--- src/rtl/seg7_pkg.sv ---
// Shared constants for the 7-segment receive path: segment patterns
// (gfedcba, 1 = lit), special digit codes and the number of positions.
package seg7_pkg;

    localparam int NUM_POS = 8;

    localparam logic [6:0] SEG_0 = 7'h3F;
    localparam logic [6:0] SEG_1 = 7'h06;
    localparam logic [6:0] SEG_2 = 7'h5B;
    localparam logic [6:0] SEG_3 = 7'h4F;
    localparam logic [6:0] SEG_4 = 7'h66;
    localparam logic [6:0] SEG_5 = 7'h6D;
    localparam logic [6:0] SEG_6 = 7'h7D;
    localparam logic [6:0] SEG_7 = 7'h07;
    localparam logic [6:0] SEG_8 = 7'h7F;
    localparam logic [6:0] SEG_9 = 7'h6F;

    localparam logic [3:0] CODE_BLANK   = 4'hF;
    localparam logic [3:0] CODE_INVALID = 4'hE;

endpackage

--- src/rtl/seg7_decode.sv ---
// Combinational inverse of the segment encoder: normalised pattern to
// BCD code, with flags for a dark digit and an unrecognised pattern.
module seg7_decode
    import seg7_pkg::*;
(
    input  logic [6:0] pattern,
    output logic [3:0] code,
    output logic       blank,
    output logic       err
);

    // Pattern lookup; anything not in the table is reported as invalid.
    always_comb begin
        code  = CODE_INVALID;
        blank = 1'b0;
        err   = 1'b0;
        case (pattern)
            7'h00:   begin code = CODE_BLANK; blank = 1'b1; end
            SEG_0:   code = 4'd0;
            SEG_1:   code = 4'd1;
            SEG_2:   code = 4'd2;
            SEG_3:   code = 4'd3;
            SEG_4:   code = 4'd4;
            SEG_5:   code = 4'd5;
            SEG_6:   code = 4'd6;
            SEG_7:   code = 4'd7;
            SEG_8:   code = 4'd8;
            SEG_9:   code = 4'd9;
            default: begin code = CODE_INVALID; err = 1'b1; end
        endcase
    end

endmodule

--- src/rtl/seg7_scan_capture.sv ---
// Display-bus observer: samples the multiplexed seg/scan lines, waits for
// each dwell to settle, decodes it and assembles complete 8-digit frames.
//
// Output handshake: frame_valid is a single-cycle strobe with no
// backpressure. frame_digits/frame_blank/frame_err change only in the cycle
// frame_valid is high and hold until the next strobe or clr.
module seg7_scan_capture
    import seg7_pkg::*;
#(
    parameter int SETTLE          = 4,
    parameter int SCAN_ACTIVE_LOW = 1,
    parameter int SEG_ACTIVE_LOW  = 1
) (
    input  logic        clk,
    input  logic        clr,
    input  logic [6:0]  seg,
    input  logic [7:0]  scan,
    output logic [31:0] frame_digits,
    output logic [7:0]  frame_blank,
    output logic        frame_err,
    output logic        frame_valid,
    output logic        scan_err
);

    localparam logic [7:0] SETTLE_C  = 8'(SETTLE);
    localparam logic [7:0] SETTLE_M1 = 8'(SETTLE - 1);

    logic [7:0]  norm_scan;
    logic [6:0]  norm_seg;
    logic [7:0]  r_scan;
    logic [6:0]  r_seg;
    logic        loaded;
    logic        same;
    logic [7:0]  cnt;
    logic        capture;
    logic        onehot;
    logic [2:0]  pos;
    logic [3:0]  dec_code;
    logic        dec_blank;
    logic        dec_err;
    logic [31:0] work;
    logic [7:0]  blank_w;
    logic [7:0]  err_w;
    logic [7:0]  seen;
    logic [31:0] work_m;
    logic [7:0]  blank_m;
    logic [7:0]  err_m;
    logic [7:0]  seen_m;
    logic        take;
    logic        complete;

    assign norm_scan = (SCAN_ACTIVE_LOW != 0) ? ~scan : scan;
    assign norm_seg  = (SEG_ACTIVE_LOW != 0) ? ~seg : seg;

    // Input register; 'loaded' keeps the first sample after reset from
    // being compared against the reset value of r.
    always_ff @(posedge clk or posedge clr) begin
        if (clr) begin
            r_scan <= '0;
            r_seg  <= '0;
            loaded <= 1'b0;
        end else begin
            r_scan <= norm_scan;
            r_seg  <= norm_seg;
            loaded <= 1'b1;
        end
    end

    assign same    = loaded && ({norm_scan, norm_seg} == {r_scan, r_seg});
    // Fires once per dwell: a saturated counter never passes SETTLE-1 again.
    assign capture = same && (cnt == SETTLE_M1);

    // Stability counter, saturating at SETTLE, cleared on any change.
    always_ff @(posedge clk or posedge clr) begin
        if (clr) begin
            cnt <= '0;
        end else if (!same) begin
            cnt <= '0;
        end else if (cnt != SETTLE_C) begin
            cnt <= cnt + 8'd1;
        end
    end

    // One-hot check and index of the selected position.
    always_comb begin
        onehot = (r_scan != 8'd0) && ((r_scan & (r_scan - 8'd1)) == 8'd0);
        pos    = 3'd0;
        for (int i = 0; i < NUM_POS; i++) begin
            if (r_scan[i]) pos = 3'(i);
        end
    end

    seg7_decode u_decode (
        .pattern (r_seg),
        .code    (dec_code),
        .blank   (dec_blank),
        .err     (dec_err)
    );

    // Work state merged with the digit being captured this cycle, so the
    // completing digit lands in the frame outputs on the same edge.
    always_comb begin
        work_m               = work;
        blank_m              = blank_w;
        err_m                = err_w;
        seen_m               = seen;
        work_m[4*pos +: 4]   = dec_code;
        blank_m[pos]         = dec_blank;
        err_m[pos]           = dec_err;
        seen_m[pos]          = 1'b1;
    end

    assign take     = capture && onehot;
    assign complete = take && (seen_m == 8'hFF);

    // Per-position work arrays; seen/err restart after each completed frame.
    always_ff @(posedge clk or posedge clr) begin
        if (clr) begin
            work    <= '0;
            blank_w <= '0;
            err_w   <= '0;
            seen    <= '0;
        end else if (take) begin
            work    <= work_m;
            blank_w <= blank_m;
            if (complete) begin
                seen  <= '0;
                err_w <= '0;
            end else begin
                seen  <= seen_m;
                err_w <= err_m;
            end
        end
    end

    // Frame output registers and the completion strobe.
    always_ff @(posedge clk or posedge clr) begin
        if (clr) begin
            frame_digits <= '0;
            frame_blank  <= '0;
            frame_err    <= 1'b0;
            frame_valid  <= 1'b0;
        end else begin
            frame_valid <= complete;
            if (complete) begin
                frame_digits <= work_m;
                frame_blank  <= blank_m;
                frame_err    <= |err_m;
            end
        end
    end

    // Sticky flag for a settled dwell with no or several selects active.
    always_ff @(posedge clk or posedge clr) begin
        if (clr) begin
            scan_err <= 1'b0;
        end else if (capture && !onehot) begin
            scan_err <= 1'b1;
        end
    end

endmodule

--- config.mk ---
export PLATFORM = sky130hd
export DESIGN_NAME = seg7_scan_capture
export DESIGN_NICKNAME = d
export VERILOG_FILES = /design/src/rtl/seg7_pkg.sv /design/src/rtl/seg7_decode.sv /design/src/rtl/seg7_scan_capture.sv
export SDC_FILE = /design/constraint.sdc
export NUM_CORES = 1
export LEC_CHECK = 0
export ABC_CLOCK_PERIOD_IN_PS = 3900
export BUFFER_PORTS_ARGS = -buffer_cell sky130_fd_sc_hd__buf_2
export CORE_UTILIZATION = 45
export DETAILED_ROUTE_END_ITERATION = 8
export HOLD_SLACK_MARGIN = 0.15
export PLACE_DENSITY = 0.72
export SLEW_MARGIN = 0
export SYNTH_ARGS = -nofsm -noshare
export SYNTH_HDL_FRONTEND = slang
export SYNTH_HIERARCHICAL = 1
export SYNTH_SLANG_ARGS = --single-unit
--- constraint.sdc ---
create_clock -name clk -period 3.9 [get_ports clk]
set_input_delay 0 -clock clk [delete_from_list [all_inputs] [get_ports clk]]
set_output_delay 0 -clock clk [all_outputs]
set_load 0.02 [all_outputs]
==> run metrics, run 1 <==
Routed Antenna Nets=0; worst r2r src=r_scan[7]; Setup Buffers After CTS=0; adder-cell share of the synthesized area=0.989%; Layout Utilization=56.1%; slew of the pin with the lowest slew margin=0.848 ns; Tmin final=3.17 ns; Via density=5.45; Post-synth EDFFs=0; compound-gate portion of the synthesized area=9.65%; simple-gate share of the synthesized area=14.2%; sw frac=22.5%; critical path class=reg2reg; M2 GR Usage=32.4%; DRC=0; initial antenna violation count=0; pwr/cell area=421 nW/um2; Routed Wire Length=13500 um; final setup vio count=0; Die H=121 um; share of cells above drive strength 1=31.2%; Max Fanout on Critical Path=16; nets@finish=659; placed cell area=6750 um2; CP Data Arrival Time=3.48 ns; Setup crit start kind=flop; Max-cap violations=0; Yosys cell types=69; max-slew violation count=0; Starting DRT DRC Count=219; Pre-Repair DR Iteration Count=5; detailed placement HPWL=9220 um; Reg2Reg Setup Slack=0.73 ns; maximum clock rate=0.315 GHz; routability cong.=0.857; syn nets=581; synthesized area per cell=11.3 um2; Synth Flop Type=dfrtp_1; grt met3 use=4.81%; vias in the first global route=4517; status=complete, no violations; Synth top area share=48.6%; design area=7550 um2; Synthesis Warnings=6; CTS Sinks=123; Cell Int Power=2460 uW; Worst Setup SP=r_scan[7]; worst hold-check path type=in2async; IO Pins=60; mux contribution to synthesized area=17.9%; Worst R2R End=work[11]; synthesized area=6330 um2; Yosys reg bits=123; CP required=4.20 ns; PortBufs=59; Wirelength per Cell=16.3 um; Die Span X=121 um; P&R area growth vs syn=19.3%; met1 GRT Util=27.2%; asr flop ratio synth=100%; VDD IR max=0.273 mV; most common cell in the netlist=dfrtp_1; skew final=0.00616 ns; Post-synth top cells=dfrtp_1 (123), mux2_2 (55), nor2_1 (34), o21ai_0 (34), inv_1 (30); RSZ-0062 raised after global routing=no; TNS Setup=0 ns; sequential cell area fraction in the yosys report=48.6%; Synth Area in XOR/XNOR=3.46%; Max-slew headroom=43.0%; via count=4499; Root Buffer=clkbuf_16; top cells by area, synth=dfrtp_1 (49%), mux2_2 (9.8%), xor2_1 (3.2%); end point of the critical path=work[11]; Core Area=13500 um2; H-tree depth=4; register share of total power=41.2%; largest net degree at the start of global routing=62; leakage power=0.00373 uW; Global Route Usage Sum=20.5%; clk slew on worst S/H paths=0.06 ns; # rows=42; worst reg-to-reg path cell count=9; grt ovf=0; Gate power share=5.3%; Pwr Total=3180 uW; CTS Buf Count=17; die area=14500 um2; Clock Tree Buf Depth=2; endpoint type of the worst setup path=flop; worst-skew pair later-pin latency=0.42 ns; number of inserted diodes=0; Initial Util=47.0%; Cells after Synth=559; Hold Fails Final Rpt=0; CTS tree=done; dominant cell type by area after synthesis=dfrtp_1; gr busiest metal=met2; combinational family with the most area after synthesis=multiplexers; # fillers=1154; fin crit share=81.4%; first-pass GRT wire length=22900 um; Clock Power Share=53.5%; Net Sw Power=716 uW
-- worst min-delay path by stage --
stage	startpoint	end	slack, ns	cells after the start
floorplan	scan[0]	r_scan[0]	0.06	1
finish	clr	r_seg[4]	0.28	3
detailed placement	seg[4]	r_seg[4]	0.17	2
CTS	scan[3]	r_scan[3]	0.27	3
global route	scan[0]	r_scan[0]	0.28	3
global placement	scan[3]	r_scan[3]	0.17	2
-- power groups by stage --
stage               sequential, uW  clock [uW]  combinational (uW)
floorplan                     1320           0                 128
global placement              1330           0                 153
detailed placement            1330           0                 157
CTS                           1310        1720                 171
global route                  1310        1780                 188
finish                        1310        1700                 168
-- layout by cell type (no fill, tap or decap), types with 4 or more instances in the layout --
| cell | Yosys | final |
|---|---|---|
| ha_1 | 5 | 5 |
| inv_1 | 30 | 29 |
| bufinv_16 | 0 | 4 |
| mux2i_1 | 20 | 20 |
| nor2_1 | 34 | 34 |
| mux2_2 | 55 | 55 |
| nand2_1 | 21 | 21 |
| nand2_4 | 5 | 5 |
| a21oi_1 | 16 | 16 |
| nand3_1 | 21 | 21 |
| clkinvlp_4 | 0 | 4 |
| mux2_4 | 12 | 12 |
| nand4_1 | 12 | 12 |
| mux2_1 | 12 | 12 |
| nand2b_1 | 5 | 5 |
| nor3_1 | 6 | 6 |
| dlygate4sd3_1 | 0 | 16 |
| dfrtp_1 | 123 | 123 |
| o21ai_0 | 34 | 34 |
| o22ai_1 | 6 | 6 |
| o21ai_1 | 17 | 17 |
| buf_4 | 6 | 14 |
| xor2_1 | 23 | 23 |
| clkbuf_16 | 0 | 17 |
| buf_2 | 6 | 59 |
| nor3b_1 | 7 | 7 |
-- kinds of logic (layout without fill, tap and decap cells) --
kind of cell | count (synthesis) | count (layout)
buf+inv | 61 | 152
flops | 123 | 123
fa+ha+maj | 5 | 5
simple gates | 146 | 146
other cells | 1 | 1
compound gates | 99 | 99
xor+xnor | 25 | 25
mux | 99 | 99
-- sequential cells by signal, indices dropped and copies added, names as in the netlist, 7 cells and up --
name	count
blank_w	8
cnt	8
err_w	8
frame_blank	8
frame_digits	32
r_scan	8
r_seg	7
seen	8
work	32
-- repair_timing --
item                                   4_1_cts  5_1_grt
endpoints found under the hold margin       82        0
gates resized for setup                      0        0
hold buffers                                16        0
-- metrics by stage --
stage                     cells  worst slack (ns)  hold WS (ns)
final                       826             0.726         0.281
after global placement      778             0.808         0.172
after CTS                   826             0.716         0.270
after floorplan             559             0.629        0.0594
after detailed placement    778             0.724         0.175
after global routing        826             0.402         0.276
-- cell type report --
class,count,area (um2),share of cell area [%]
multi-input cells,375,2930,38.8
well taps,176,220,2.92
clock buffers,19,453,6.00
flip-flops and latches,123,3080,40.8
inverters,31,119,1.57
repair buffers,89,561,7.42
clock inverters,13,190,2.52
-- worst max-delay path: stages (launching register included) --
cell	delay, ns
dfrtp_1	0.71
inv_1	0.20
nand3_2	0.22
inv_1	0.13
ha_1	0.23
ha_1	0.34
nand2_1	0.10
nor4_2	0.64
nand2_4	0.13
mux2_1	0.34
-- per-layer routing --
| metal | part of all wire, % | vias to the layer above |
|---|---|---|
| met1 | 46 | 2225 |
| met5 | 0 | - |
| met4 | 1.6 | 0 |
| li1 | - | 2137 |
| met2 | 47 | 115 |
| met3 | 4.8 | 22 |
No activity file was read; power rests on OpenSTA's default activity.
==> run 2, diff against run 1 <==
--- a/config.mk
+++ b/config.mk
@@ -5,7 +5,7 @@
 export SDC_FILE = /design/constraint.sdc
 export NUM_CORES = 1
 export LEC_CHECK = 0
-export ABC_CLOCK_PERIOD_IN_PS = 3900
+export ABC_CLOCK_PERIOD_IN_PS = 2950
 export BUFFER_PORTS_ARGS = -buffer_cell sky130_fd_sc_hd__buf_2
 export CORE_UTILIZATION = 45
 export DETAILED_ROUTE_END_ITERATION = 8
==> constraint.sdc (replaced) <==
create_clock -name clk -period 2.95 [get_ports clk]
set_input_delay 0 -clock clk [delete_from_list [all_inputs] [get_ports clk]]
set_output_delay 0 -clock clk [all_outputs]
set_load 0.02 [all_outputs]
==> run 2 against run 1 <==
  * Clock skew increased by 0.0027 ns
  * Critical path depth decreased by 3
  * Power increased by 24%
  * Sequential share of layout area decreased by 0.30 points
  * Sequential cell count unchanged
  * Register-to-register slack got worse by 0.59 ns
  * Hold slack got worse by 0.00052 ns
  * Clock power increased by 15%
  * Die area unchanged
  * Via count increased by 3.7%
  * Sequential power increased by 32%
==> run metrics, run 2 (synthesis gave the netlist of run 1 again) <==
die area=14500 um2 (unchanged); Hold Fails Final Rpt=0 (unchanged); Max Fanout on Critical Path=11 (-5); Wirelength per Cell=16.9 um (+3.6%); status=complete, no violations; CTS tree=done; CTS Buf Count=17 (unchanged); initial antenna violation count=0 (unchanged); H-tree depth=4 (unchanged); final setup vio count=0 (unchanged); Tmin final=2.82 ns (-0.356 ns); PortBufs=59 (unchanged); detailed placement HPWL=9670 um (+4.8%); endpoint type of the worst setup path=flop; P&R area growth vs syn=20.3%; Pre-Repair DR Iteration Count=5 (unchanged); Starting DRT DRC Count=254 (+16%); via count=4664 (+3.7%); share of cells above drive strength 1=32.9% (+1.7 points); IO Pins=60 (unchanged); Root Buffer=clkbuf_16; Routed Antenna Nets=0 (unchanged); DR WL met2=6860 um (+7.6%); Global Route Usage Sum=21.0% (+0.51 points); # rows=42 (unchanged); Max Used Layer=met4; grt ovf=0 (unchanged); Die Span X=121 um (unchanged); worst hold-check path type=in2async; Pwr Total=3940 uW (+24%); Die H=121 um (unchanged); most frequent cells in the layout=dfrtp_1 (121), buf_2 (59), mux2_2 (55); worst-skew pair later-pin latency=0.42 ns (about the same); CTS Sinks=123 (unchanged); nets@finish=672 (+2.0%); Max-cap violations=0 (unchanged); leading cell type in the layout, fill and taps excluded=dfrtp_1; DRT met1 WL=6280 um (+1.1%); CP required=3.25 ns (-0.95 ns); Setup Buffers After CTS=0 (unchanged); DRC=0 (unchanged); routability cong.=0.891 (+4.0%); max-slew violation count=0 (unchanged); critical path class=reg2reg; WL met3=718 um (+11%); largest net degree at the start of global routing=88 (+42%); Max-slew headroom=44.3% (+1.3 points); fin crit share=95.5% (+14 points); Setup crit start kind=flop; Routed Wire Length=14100 um (+5.1%); # fillers=1154 (unchanged); RSZ-0062 raised after global routing=no; Regs by FF count=frame_digits x32, work x32; Core Area=13500 um2 (unchanged); CP Data Arrival Time=3.12 ns (-0.36 ns); maximum clock rate=0.355 GHz (+13%); skew final=0.00886 ns (+0.00271 ns); leakage power=0.00377 uW (+1.0%); pwr/cell area=517 nW/um2 (+23%); Worst Setup SP=r_seg[3]; TNS Setup=0 ns (unchanged); VDD IR max=0.351 mV (+28%); first-pass GRT wire length=23700 um (+3.6%); worst r2r src=r_seg[3]; Initial Util=47.0% (unchanged); Via density=5.57 (+2.2%); clk slew on worst S/H paths=0.06 ns (about the same); slew of the pin with the lowest slew margin=0.834 ns (-0.0142 ns); Clock Tree Buf Depth=2 (unchanged); vias in the first global route=4751 (+5.2%); number of inserted diodes=0 (unchanged)
## run 2: cell types whose count changed in the layout (fill, tap and decap cells not counted), moves of 2 or more
cell       change
buf_12         +3
buf_4         +10
bufinv_16      -3
clkinv_2       +2
dfrtp_1        -2
dfrtp_2        +2
inv_6          -2
## run 2: layout make-up
type                       count  area [um2]  share of cell area [%]
multi-input combinational    375        2930                    38.5
clock buffer                  21         470                    6.18
inverter                      31         120                    1.58
timing repair buffer         102         696                    9.14
tap                          176         220                    2.89
clock inverter                10        93.8                    1.23
sequential                   123        3080                    40.5
## run 2: stage by stage
step | setup slack (ns) | hold WS (ns) | std cells | instance area [um2] | utilization (%)
after detailed placement | 0.0878 | 0.176 | 791 | 6880 | 51.2
final | 0.132 | 0.281 | 838 | 7610 | 56.6
after global placement | 0.196 | 0.172 | 791 | 6880 | 51.2
after CTS | 0.0935 | 0.267 | 838 | 7610 | 56.6
after global routing | 0.0102 | 0.288 | 838 | 7610 | 56.6
after floorplan | 0.00449 | 0.0594 | 559 | 6330 | -
## run 2: final timing paths
path / end / slack, ns / cells after the start
max: work[0] / 0.13 / 6
max in group asynchronous: err_w[7] / 1.76 / 4
min reg2reg: scan_err / 0.47 / 1
min in group clk: r_scan[7] / 0.28 / 3
max reg2reg: work[0] / 0.13 / 6
min: frame_digits[1] / 0.28 / 3
## run 2: worst max-delay path, cell delays in order, from the launching register on
cell and delay (ns):
dfrtp_1 0.49, xor2_1 0.29, nand4_1 0.13, or4_4 0.63, nand4b_1 0.45, nor2_2 0.34
mux2_2 0.37
## run 2: repair_timing
action	in CTS	in global routing
hold buffers	16	0
hold endpoints to repair	59	0
resized for setup	0	4
setup endpoints to repair	0	12
## run 2: per-layer routing
layer	GRT usage (%)	up-vias
li1	-	2166
met1	27.5	2331
met5	0	-
met2	33.5	143
met3	5.28	24
met4	8.26	0
## run 2: power breakdown
group | internal (uW) | switching [uW] | total [uW]
registers | 1700 | 27.6 | 1730
logic | 101 | 144 | 246
clock network | 1220 | 747 | 1960
total | 3020 | 918 | 3940
==> run 3, diff against run 2 <==
--- a/config.mk
+++ b/config.mk
@@ -5,10 +5,12 @@
 export SDC_FILE = /design/constraint.sdc
 export NUM_CORES = 1
 export LEC_CHECK = 0
-export ABC_CLOCK_PERIOD_IN_PS = 2950
+export ABC_CLOCK_PERIOD_IN_PS = 3300
 export BUFFER_PORTS_ARGS = -buffer_cell sky130_fd_sc_hd__buf_2
 export CORE_UTILIZATION = 45
+export CTS_CLUSTER_SIZE = 40
 export DETAILED_ROUTE_END_ITERATION = 8
+export GPL_ROUTABILITY_DRIVEN = 0
 export HOLD_SLACK_MARGIN = 0.15
 export PLACE_DENSITY = 0.72
 export SLEW_MARGIN = 0
==> constraint.sdc (replaced) <==
create_clock -name clk -period 3.3 [get_ports clk]
set_input_delay 0 -clock clk [delete_from_list [all_inputs] [get_ports clk]]
set_output_delay 0 -clock clk [all_outputs]
set_load 0.02 [all_outputs]
==> run 3 against run 2 <==
  * Die area is the same
  * First-iteration DRC count shrank 20%
  * Critical path depth grew 4
  * Setup slack gained 0.10 ns
  * Clock power shrank 6%
  * Non-clock buffer count shrank 3
  * Register-to-register slack gained 0.10 ns
  * Sequential cell count is the same
  * Sequential power shrank 11%
  * Largest cell class unchanged
  * Final cell count shrank 0.36%
==> run metrics, run 3 (synthesis gave the netlist of run 1 again) <==
status=complete, no violations; Clock Power Share=51.2% (+1.3 points); Net Sw Power=796 uW (-13%); CP cell instances=nor2b_1, o21ai_0, nand3_2, inv_1, ha_1, ha_1, nand2b_1, nor2_1, mux2_2, mux2_2; # rows=42 (unchanged); Die Span X=121 um (unchanged); TNS Setup=0 ns (unchanged); worst hold slack=0.286 ns (+0.00500 ns); worst-skew pair later-pin latency=0.42 ns (about the same); Initial Util=47.0% (unchanged); detailed placement HPWL=9680 um (+0.16%); vias in the first global route=4667 (-1.8%); Tmin final=3.06 ns (+0.246 ns); Setup crit start kind=flop; Die H=121 um (unchanged); fin crit share=92.8% (-2.7 points); leading cell type in the layout, fill and taps excluded=dfrtp_1; Starting DRT DRC Count=202 (-20%); slowest cell on the critical path=dfrtp_1; worst hold-check path type=in2reg; final setup vio count=0 (unchanged); maximum clock rate=0.326 GHz (-8.0%); nets@finish=669 (-0.45%); Core Area=13500 um2 (unchanged); DRC=0 (unchanged); first-pass GRT wire length=24000 um (+1.1%); critical path class=reg2reg; Routed Antenna Nets=0 (unchanged); Max-slew headroom=34.5% (-9.8 points); P&R area growth vs syn=19.7%; share of cells above drive strength 1=31.4% (-1.5 points); M2 GR Usage=34.6% (+1.1 points); grt met3 use=4.95% (-0.33 points); die area=14500 um2 (unchanged); CP required=3.60 ns (+0.35 ns); Root Buffer=clkbuf_16; CTS Buf Count=17 (unchanged); worst reg-to-reg path cell count=10 (+4); IO Pins=60 (unchanged); Worst path max stage delay=0.53 ns (-0.10 ns); gr busiest metal=met2; hold depth=3; slew of the pin with the lowest slew margin=0.982 ns (+0.148 ns); sw frac=22.1% (-1.2 points); via count=4653 (-0.24%); PortBufs=59 (unchanged); worst r2r src=r_scan[2]; Gate power share=6.0% (-0.2 points); CP Data Arrival Time=3.37 ns (+0.25 ns); largest net degree at the start of global routing=81 (-8.0%); Crit path max-delay family=simple AND/OR/NAND/NOR gates; RSZ-0062 raised after global routing=no; Regs by FF count=frame_digits x32, work x32; H-tree depth=4 (unchanged); Max-cap violations=0 (unchanged); Worst Setup SP=r_scan[2]; register share of total power=42.9% (-1.0 points); max-slew violation count=0 (unchanged); Wirelength per Cell=16.9 um (+0.45%); met1 GRT Util=27.5% (about the same); Hold Path Origin=seg[5]; VDD IR max=0.281 mV (-20%); most frequent cells in the layout=dfrtp_1 (123), buf_2 (59), mux2_2 (55); skew final=0.00791 ns (-0.000958 ns); CP Depth=10 (+4); crit path buf inv count=1 (+1); Hold Fails Final Rpt=0 (unchanged); CTS Sinks=123 (unchanged); Cell Int Power=2810 uW (-7.0%); endpoint type of the worst setup path=flop; CTS tree=done; grt ovf=0 (unchanged); Routed Wire Length=14200 um (about the same); Max Fanout on Critical Path=8 (-3); Pre-Repair DR Iteration Count=5 (unchanged); Via density=5.57 (+0.12%); Global Route Usage Sum=21.4% (+0.40 points); number of inserted diodes=0 (unchanged); initial antenna violation count=0 (unchanged); pwr/cell area=476 nW/um2 (-8.0%); Clock Tree Buf Depth=2 (unchanged); clk slew on worst S/H paths=0.06 ns (about the same); leakage power=0.00377 uW (about the same)
run 3: changes by cell type in the layout (fill, tap and decap cells not counted), moves of 2 or more:
cell        previous run  this run
dfrtp_1              121       123
clkbuf_8               3         1
bufinv_16              1         3
clkinv_4               3         1
clkbuf_1               1         5
dfrtp_2                2         0
buf_12                 3         1
clkinvlp_4             4         0
run 3: path summary, 6_finish.rpt:
path,endpoint,slack (ns)
max,frame_digits[21],0.24
min,r_seg[5],0.29
max reg2reg,frame_digits[21],0.24
min reg2reg,blank_w[3],0.48
max in group asynchronous,frame_blank[3],2.05
min in group asynchronous,cnt[1],0.36
run 3: area by class of cell:
cell class	count	area (um2)
Timing Repair Buffer	99	648
Fill cell	1158	5880
Clock inverter	8	119
Multi-Input combinational cell	375	2930
Inverter	31	119
Clock buffer	23	458
Sequential cell	123	3080
Tap cell	176	220
run 3: repair_timing:
item                       4_1_cts  5_1_grt
setup endpoints to repair        0        0
setup buffers                    0        0
hold endpoints to repair       101        0
hold buffers                    16        0
gates resized for setup          0        0
run 3: tightest hold or removal path: cells and delay by family:
| family | cells | cell delay [ns] |
|---|---|---|
| buffers and inverters | 3 | 0.66 |
run 3: per-layer routing:
metal / wire length, um / vias to the layer above
li1: - / 2166
met1: 6320 / 2322
met2: 6890 / 134
met3: 601 / 31
met4: 349 / 0
met5: 0 / -
run 3: power by group through the flow:
stage,registers [uW],clock network [uW],logic (uW)
floorplan,1550,0,151
global route,1540,1940,240
global placement,1570,0,194
CTS,1540,1880,216
detailed placement,1570,0,200
finish,1540,1840,214
run 3: stage by stage:
stage	total power, uW	std cells	util, %	setup slack, ns	instance area, um2
finish	3600	835	56.3	0.237	7570
global route	3720	835	56.3	0.0160	7570
CTS	3640	835	56.3	0.236	7570
detailed placement	1770	788	50.8	0.260	6840
global placement	1760	788	50.8	0.408	6840
floorplan	1710	559	-	0.0291	6330
